===== src/rtl/controlwrite.sv =====
// controlwrite: receive-side frame assembler.
// Collects bytes from the UART receiver into an NBYTES-deep message buffer,
// raises frame_valid once a whole frame is stored and holds it until the
// consumer acknowledges. Partial frames are dropped on a receiver error or
// when the gap between bytes exceeds TIMEOUT ticks; bytes arriving while a
// completed frame is still pending are dropped and reported as overrun.
module controlwrite #(
  parameter int NBYTES  = 6,
  parameter int AW      = 3,
  parameter int TIMEOUT = 1023,
  parameter int TW      = 10
) (
  input  logic          tickbd,
  input  logic          rst,
  input  logic          rxdone,
  input  logic [7:0]    rxdata,
  input  logic          rxerr,
  input  logic          frame_ack,
  output logic [AW-1:0] addr,
  output logic [7:0]    wdata,
  output logic          wrena,
  output logic          frame_valid,
  output logic          frame_err,
  output logic          overrun
);

  localparam int DATA_W = 8;

  // IDLE: nothing collected yet, RECV: frame in progress with gap timer,
  // LAST: final byte just written, FULL: frame held until acknowledged.
  localparam logic [1:0] S_IDLE = 2'd0;
  localparam logic [1:0] S_RECV = 2'd1;
  localparam logic [1:0] S_LAST = 2'd2;
  localparam logic [1:0] S_FULL = 2'd3;

  // Index of the final byte of a frame and the last tolerated idle count.
  localparam logic [AW-1:0] LAST_IDX = AW'(NBYTES - 1);
  localparam logic [TW-1:0] TMR_MAX  = TW'(TIMEOUT - 1);

  logic [1:0]        state_q, state_d;
  logic [AW-1:0]     cnt_q, cnt_d;
  logic [TW-1:0]     tmr_q, tmr_d;
  logic [AW-1:0]     addr_q, addr_d;
  logic [DATA_W-1:0] wdata_q, wdata_d;
  logic              wrena_q, wrena_d;
  logic              frame_valid_q, frame_valid_d;
  logic              frame_err_q, frame_err_d;
  logic              overrun_q, overrun_d;

  // Next-state and output decode for the frame assembler.
  always_comb begin
    state_d       = state_q;
    cnt_d         = cnt_q;
    tmr_d         = tmr_q;
    addr_d        = addr_q;
    wdata_d       = wdata_q;
    wrena_d       = 1'b0;
    frame_valid_d = frame_valid_q;
    frame_err_d   = 1'b0;
    overrun_d     = 1'b0;

    case (state_q)
      S_IDLE, S_RECV: begin
        if (rxerr) begin
          // A receiver error discards whatever was collected, even if the
          // faulty byte came with rxdone; the pulse is reported in IDLE too.
          frame_err_d = 1'b1;
          cnt_d       = '0;
          tmr_d       = '0;
          state_d     = S_IDLE;
        end else if (rxdone) begin
          wrena_d = 1'b1;
          addr_d  = cnt_q;
          wdata_d = rxdata;
          tmr_d   = '0;
          if (cnt_q == LAST_IDX) begin
            cnt_d   = '0;
            state_d = S_LAST;
          end else begin
            cnt_d   = cnt_q + AW'(1);
            state_d = S_RECV;
          end
        end else if (state_q == S_RECV) begin
          // Gap timer only runs once a frame has started; a byte in the
          // same cycle as expiry wins because it is handled above.
          if (tmr_q == TMR_MAX) begin
            frame_err_d = 1'b1;
            cnt_d       = '0;
            tmr_d       = '0;
            state_d     = S_IDLE;
          end else begin
            tmr_d = tmr_q + TW'(1);
          end
        end
      end

      S_LAST: begin
        // The final write is already out, so frame_valid rises strictly
        // after it.
        frame_valid_d = 1'b1;
        state_d       = S_FULL;
        if (rxdone) begin
          overrun_d = 1'b1;
        end
      end

      S_FULL: begin
        // Buffer is owned by the consumer: new bytes are dropped and
        // receiver errors are irrelevant.
        if (rxdone) begin
          overrun_d = 1'b1;
        end
        if (frame_ack) begin
          frame_valid_d = 1'b0;
          state_d       = S_IDLE;
        end
      end

      default: begin
        state_d = S_IDLE;
        cnt_d   = '0;
        tmr_d   = '0;
      end
    endcase
  end

  // State and registered outputs; reset clears everything immediately.
  always_ff @(posedge tickbd or posedge rst) begin
    if (rst) begin
      state_q       <= S_IDLE;
      cnt_q         <= '0;
      tmr_q         <= '0;
      addr_q        <= '0;
      wdata_q       <= '0;
      wrena_q       <= 1'b0;
      frame_valid_q <= 1'b0;
      frame_err_q   <= 1'b0;
      overrun_q     <= 1'b0;
    end else begin
      state_q       <= state_d;
      cnt_q         <= cnt_d;
      tmr_q         <= tmr_d;
      addr_q        <= addr_d;
      wdata_q       <= wdata_d;
      wrena_q       <= wrena_d;
      frame_valid_q <= frame_valid_d;
      frame_err_q   <= frame_err_d;
      overrun_q     <= overrun_d;
    end
  end

  assign addr        = addr_q;
  assign wdata       = wdata_q;
  assign wrena       = wrena_q;
  assign frame_valid = frame_valid_q;
  assign frame_err   = frame_err_q;
  assign overrun     = overrun_q;

endmodule


===== config.mk =====
export PLATFORM = sky130hd
export DESIGN_NAME = controlwrite
export DESIGN_NICKNAME = d
export VERILOG_FILES = /design/src/rtl/controlwrite.sv
export SDC_FILE = /design/constraint.sdc
export NUM_CORES = 1
export LEC_CHECK = 0
export CAP_MARGIN = 20
export CORE_MARGIN = 2
export CORE_UTILIZATION = 45
export CTS_CLUSTER_SIZE = 8
export DETAILED_ROUTE_END_ITERATION = 6
export HOLD_SLACK_MARGIN = 0.06
export PLACE_DENSITY_LB_ADDON = 0.25
export SLEW_MARGIN = 25
export SYNTH_ARGS = -nofsm -noshare
export SYNTH_HDL_FRONTEND = slang
export SYNTH_SLANG_ARGS = --single-unit

===== constraint.sdc =====
create_clock -name tickbd -period 1.6 [get_ports tickbd]
set_input_delay 0.24 -clock tickbd [delete_from_list [all_inputs] [get_ports tickbd]]
set_output_delay 0.24 -clock tickbd [all_outputs]
set_load 0.02 [all_outputs]

# Word-level counts from Yosys, hierarchy flattened
# Index checks and enable logic that the tools add are counted.
# classes
n_addsub	2
eq_ne	8
mux	27
bitwise	1
n_reduce_logical	11
# op_table
op	count
10-bit two-way mux	4
3-bit two-way mux	5
2-bit two-way mux	6
10-bit by 1-bit adder with 10-bit output (second input constant)	1
10-bit equality test (second input constant)	1
1-bit two-way mux	10
3-bit AND reduction	3
4-bit inequality test (second input constant)	2
2-bit one-hot mux with 3 select lines	1
3-bit nonzero test	2
2-bit equality test (second input constant)	2
2-bit AND reduction	2
2-bit OR reduction	2
3-bit by 1-bit adder with 3-bit output (second input constant)	1
3-bit equality test (second input constant)	1
2-bit by 1-bit equality test with 1-bit output (second input constant)	1
2-bit logical NOT	1
2-bit inequality test (second input constant)	1
1-bit one-hot mux with 2 select lines	1
2-bit nonzero test	1
1-bit NOT	1
# totals
regBits	30
out_inout_bits	15
wordCells	58

# Logic depth before layout (Yosys ltp)
# depth
word_depth	6
mapped_depth	6

# Worst setup path before layout
# OpenSTA, ideal clock, no wires.
# synth_timing
path_type	reg2reg
from	reg tmr_q[0]
to	reg tmr_q[8]
t_arrival_ps	1387
required_ps	1472
setup_slack_ps	86
stages_incl_launch_ff	6
period_less_slack_ps	1514
cell_sequence	dfrtp_1 > ha_1 > and3b_1 > or4b_1 > xor2_1 > nor2_2
# synth_via
elab_chain_cells	5
word_cells_on_any_way	6
classes_between	add/sub (1); eq/ne (1); mux (4)
# synth_lines
element	line	source
from (decl)	42	logic [TW-1:0] tmr_q, tmr_d;
from (signal assigned)	142	tmr_q <= tmr_d;
10-bit by 1-bit adder with 10-bit output / 10-bit equality test (equally long branches)	92, 86	
10-bit two-way mux (*)	86	if (tmr_q == TMR_MAX) begin
10-bit two-way mux (*)	83	end else if (state_q == S_RECV) begin
10-bit two-way mux (*)	71	end else if (rxdone) begin
10-bit two-way mux (*)	64	if (rxerr) begin
# Every way passes the cells marked *; elsewhere a longest branch is shown, timed or not. The select of a mux whose other input is x is not followed.
# A chain may end at the register's enable or synchronous reset.

# Worst setup path in the final report
# Same ends and word-level chain as after synthesis.

==> qor.tcl <==
set qor(status) {finished, final reports clean}
set qor(area_growth_pct) 38.6
set qor(crit_fanout) 3
set qor(worstReg2RegEnd) {tmr_q[8]}
set qor(pin_count_of_the_biggest_net_entering_global_routing) 16
set qor(cap_violations) 0
set qor(fin_crit_sh_pct) 97.8
set qor(grt_antenna_before_repair) 0
set qor(clk_root_buffer_cell) {clkbuf_4}
set qor(antenna_cells) 0
set qor(peakVddDrop_mv) 1.08
set qor(drc_errors) 0
set qor(adder_and_majority_cell_fraction_of_the_synthesized_area_pct) 1.79
set qor(drtAntennaViolNets) 0
set qor(worst-slew-pin-transition_ns) 0.334
set qor(setup_violations) 0
set qor(ys_async_sr_fraction_pct) 100
set qor(detailedPlacementHpwl_um) 2190
set qor(final_cell_area_mm2) 0.00193
set qor(clkTransAtPathRegs_ns) 0.10
set qor(synth-xor-area-share_pct) 3.77
set qor(routabilityCongestion) 0.810
set qor(yosys_warnings) 0
set qor(layout-drive-gt1-share_pct) 19.9
set qor(gr-total-overflow) 0
set qor(fin_ws_ns) 0.0346
set qor(finalNetCount) 190
set qor(timing.final.hold_violations) 0
set qor(slew_headroom_pct) 77.7
set qor(synthMostInstantiatedCell) {dfrtp_1}
set qor(synth_top_cells_by_area) {dfrtp_1 54%, mux2_1 7.3%, nand2_1 2.7%, nor2_1 2.7%, nand3_1 2.5%}
set qor(seq_area_frac_synth_pct) 53.8
set qor(reg2regPathDepth) 5
set qor(chipHeight_um) 59.7
set qor(postSynthRegisterBits) 30
set qor(critPathLaunch) {tmr_q[0]}
set qor(detail_route.wl_per_cell_um) 14.2
set qor(regArea_um2) 751
set qor(share_of_synthesized_area_spent_on_multiplexers_pct) 8.07
set qor(reg2reg_from) {tmr_q[0]}
set qor(finalCriticalPeriod_ns) 1.57
set qor(num-fill-cells) 256
set qor(synth_fp_nets) 141
set qor(fin_setup_tns_ns) 0
set qor(post_placement_cell_area_mm2) 0.00181
set qor(power_density_mw_per_mm2) 1310
set qor(drt-initial-drc-count) 46
set qor(numCtsBuffers) 5
set qor(synth_largest_area_cell) {dfrtp_1}
set qor(finalClockSkew_ns) 0.00474
set qor(synthesis.area_per_instance_um2) 11.1
set qor(synth_cells) 126
set qor(die_width_um) 59.7
set qor(core_area_mm2) 0.00300
set qor(worst_skew_pair.late_latency_ns) 0.34
set qor(wire_length_of_the_first_global_routing_pass_um) 4990
set qor(boundaryPins) 28
set qor(leakage_nw) 0.857
set qor(tritoncts) {done}
set qor(clock_path_buffers) 2
set qor(initial_core_util_pct) 46.5
set qor(cp-end-kind) {register}
set qor(rsz0062_at_grt) {true}
set qor(synth_top_family_by_area) {simple AND/OR/NAND/NOR gates}
set qor(worstPathArrival_ns) 1.80
set qor(grt_pass1_vias) 1099
set qor(gr-usage-all-layers_pct) 19.2
set qor(route.vias.total) 1116
set qor(multi_input_comb_area_um2) 621
set qor(synth_area_mm2) 0.00140
set qor(crit_path_end) {tmr_q[8]}
set qor(synth-edff-count) 0
set qor(detailedPlace.worstSlack_ns) -0.201
set qor(numClockSinks) 30
set qor(crit_type) {reg -> reg}
set qor(num_rows) 20
set qor(route.final.wire_length_um) 2960
set qor(synth_compound_gate_area_share_pct) 9.87
set qor(worst-endpoint-required_ns) 1.83
set qor(fmax_mhz) 639
set qor(numPortBuffers) 27
set qor(holdWs_ns) 0.168
set qor(drt-pass1-iter-count) 4
set qor(routed_via_density) 5.34
set qor(fraction_of_synthesized_cell_area_taken_by_the_top_area_cell_type_pct) 53.8
set qor(hold_class) {in -> async}
set qor(cp_launch_type) {register}
set qor(rrSetupSlack_ns) 0.03
set qor(synth_simple_gate_area_share_pct) 20.3
set qor(yosys_most_used_dff) {dfrtp_1}
set qor(design.die.area_mm2) 0.00356
set qor(synth_top_cells_by_count) {30 x dfrtp_1, 10 x nand2_1, 10 x nor2_1, 9 x mux2_1}
set qor(synth.distinct_cells) 42
set qor(htree_levels) 2
set qor(slew_violations) 0
==> state kept, by name, indices dropped and copies added (netlist names) <==
name,flops
wdata,8
wrena,1
state_q,2
tmr_q,10
frame_valid,1
addr,3
overrun,1
frame_err,1
cnt_q,3
==> how the worst min path moves through the flow <==
| stage | start | endpoint | cells after the start |
|---|---|---|---|
| 2_1_floorplan | rst | addr[0] | 1 |
| 3_3_place_gp | frame_valid | frame_valid | 2 |
| 3_5_place_dp | frame_valid | frame_valid | 2 |
| 4_1_cts | rst | cnt_q[0] | 2 |
| 5_1_grt | rst | cnt_q[0] | 2 |
| 6_report | rst | cnt_q[0] | 2 |
==> cells by family after synthesis <==
| logic type | count (synthesis) |
|---|---|
| AND/OR/NAND/NOR | 50 |
| buffers and inverters | 8 |
| adder cells (fa/ha/maj) | 2 |
| flip-flops | 30 |
| multiplexers | 10 |
| XOR/XNOR | 6 |
| AO/OA/AOI/OAI | 20 |
==> layout by cell type (no fill, tap or decap), drive strengths merged, types with 2 or more instances in the layout <==
master          n
buf            17
clkbuf          5
clkdlybuf4s50  25
clkinvlp        2
dfrtp          30
dlymetal6s2s    2
ha              2
inv             6
mux2           10
nand2          10
nand3           7
nor2           12
nor2b           3
nor3            5
o21ai           8
o22ai           2
o31ai           2
or4b            2
xnor2           3
xor2            3
==> critical path, cell delays in order, from the launching register on <==
cell and delay [ns]:
dfrtp_1 0.39, ha_1 0.19, and3b_1 0.19, or4b_1 0.45, xor2_1 0.20, nor2_2 0.05
==> timing repair <==
item | 4_1_cts | 5_1_grt
resized for setup | 1 | 4
endpoints found under the setup margin | 2 | 6
setup buffers | 2 | 1
hold buffers | 0 | 0
==> layer usage <==
metal / global-route usage [%] / vias up / share of wire, %
met5: 0 / - / 0
met4: 6.67 / 0 / 0.74
met3: 7.79 / 4 / 5.9
met2: 29.3 / 26 / 49
met1: 24.7 / 537 / 44
li1: - / 549 / -
==> metrics by stage <==
step                      power (W)  std cells  util [%]
after detailed placement    0.00192        198      60.4
after global placement      0.00190        198      60.4
final                       0.00252        209      64.4
after floorplan             0.00148        126         -
after CTS                   0.00255        208      63.7
after global routing        0.00266        209      64.4
==> power breakdown <==
part	internal, W	switching, W
logic	0.000442	0.000418
clock network	0.000328	0.000282
registers	0.000925	0.000130
==> area by class of cell <==
type / count / area share, %
inverter: 6 / 1.17
tap: 33 / 2.14
multi-input combinational: 88 / 32.1
sequential: 30 / 38.8
timing repair buffer: 44 / 21.5
clock inverter: 3 / 2.33
clock buffer: 5 / 1.94
(Power assumes the default switching activity.)
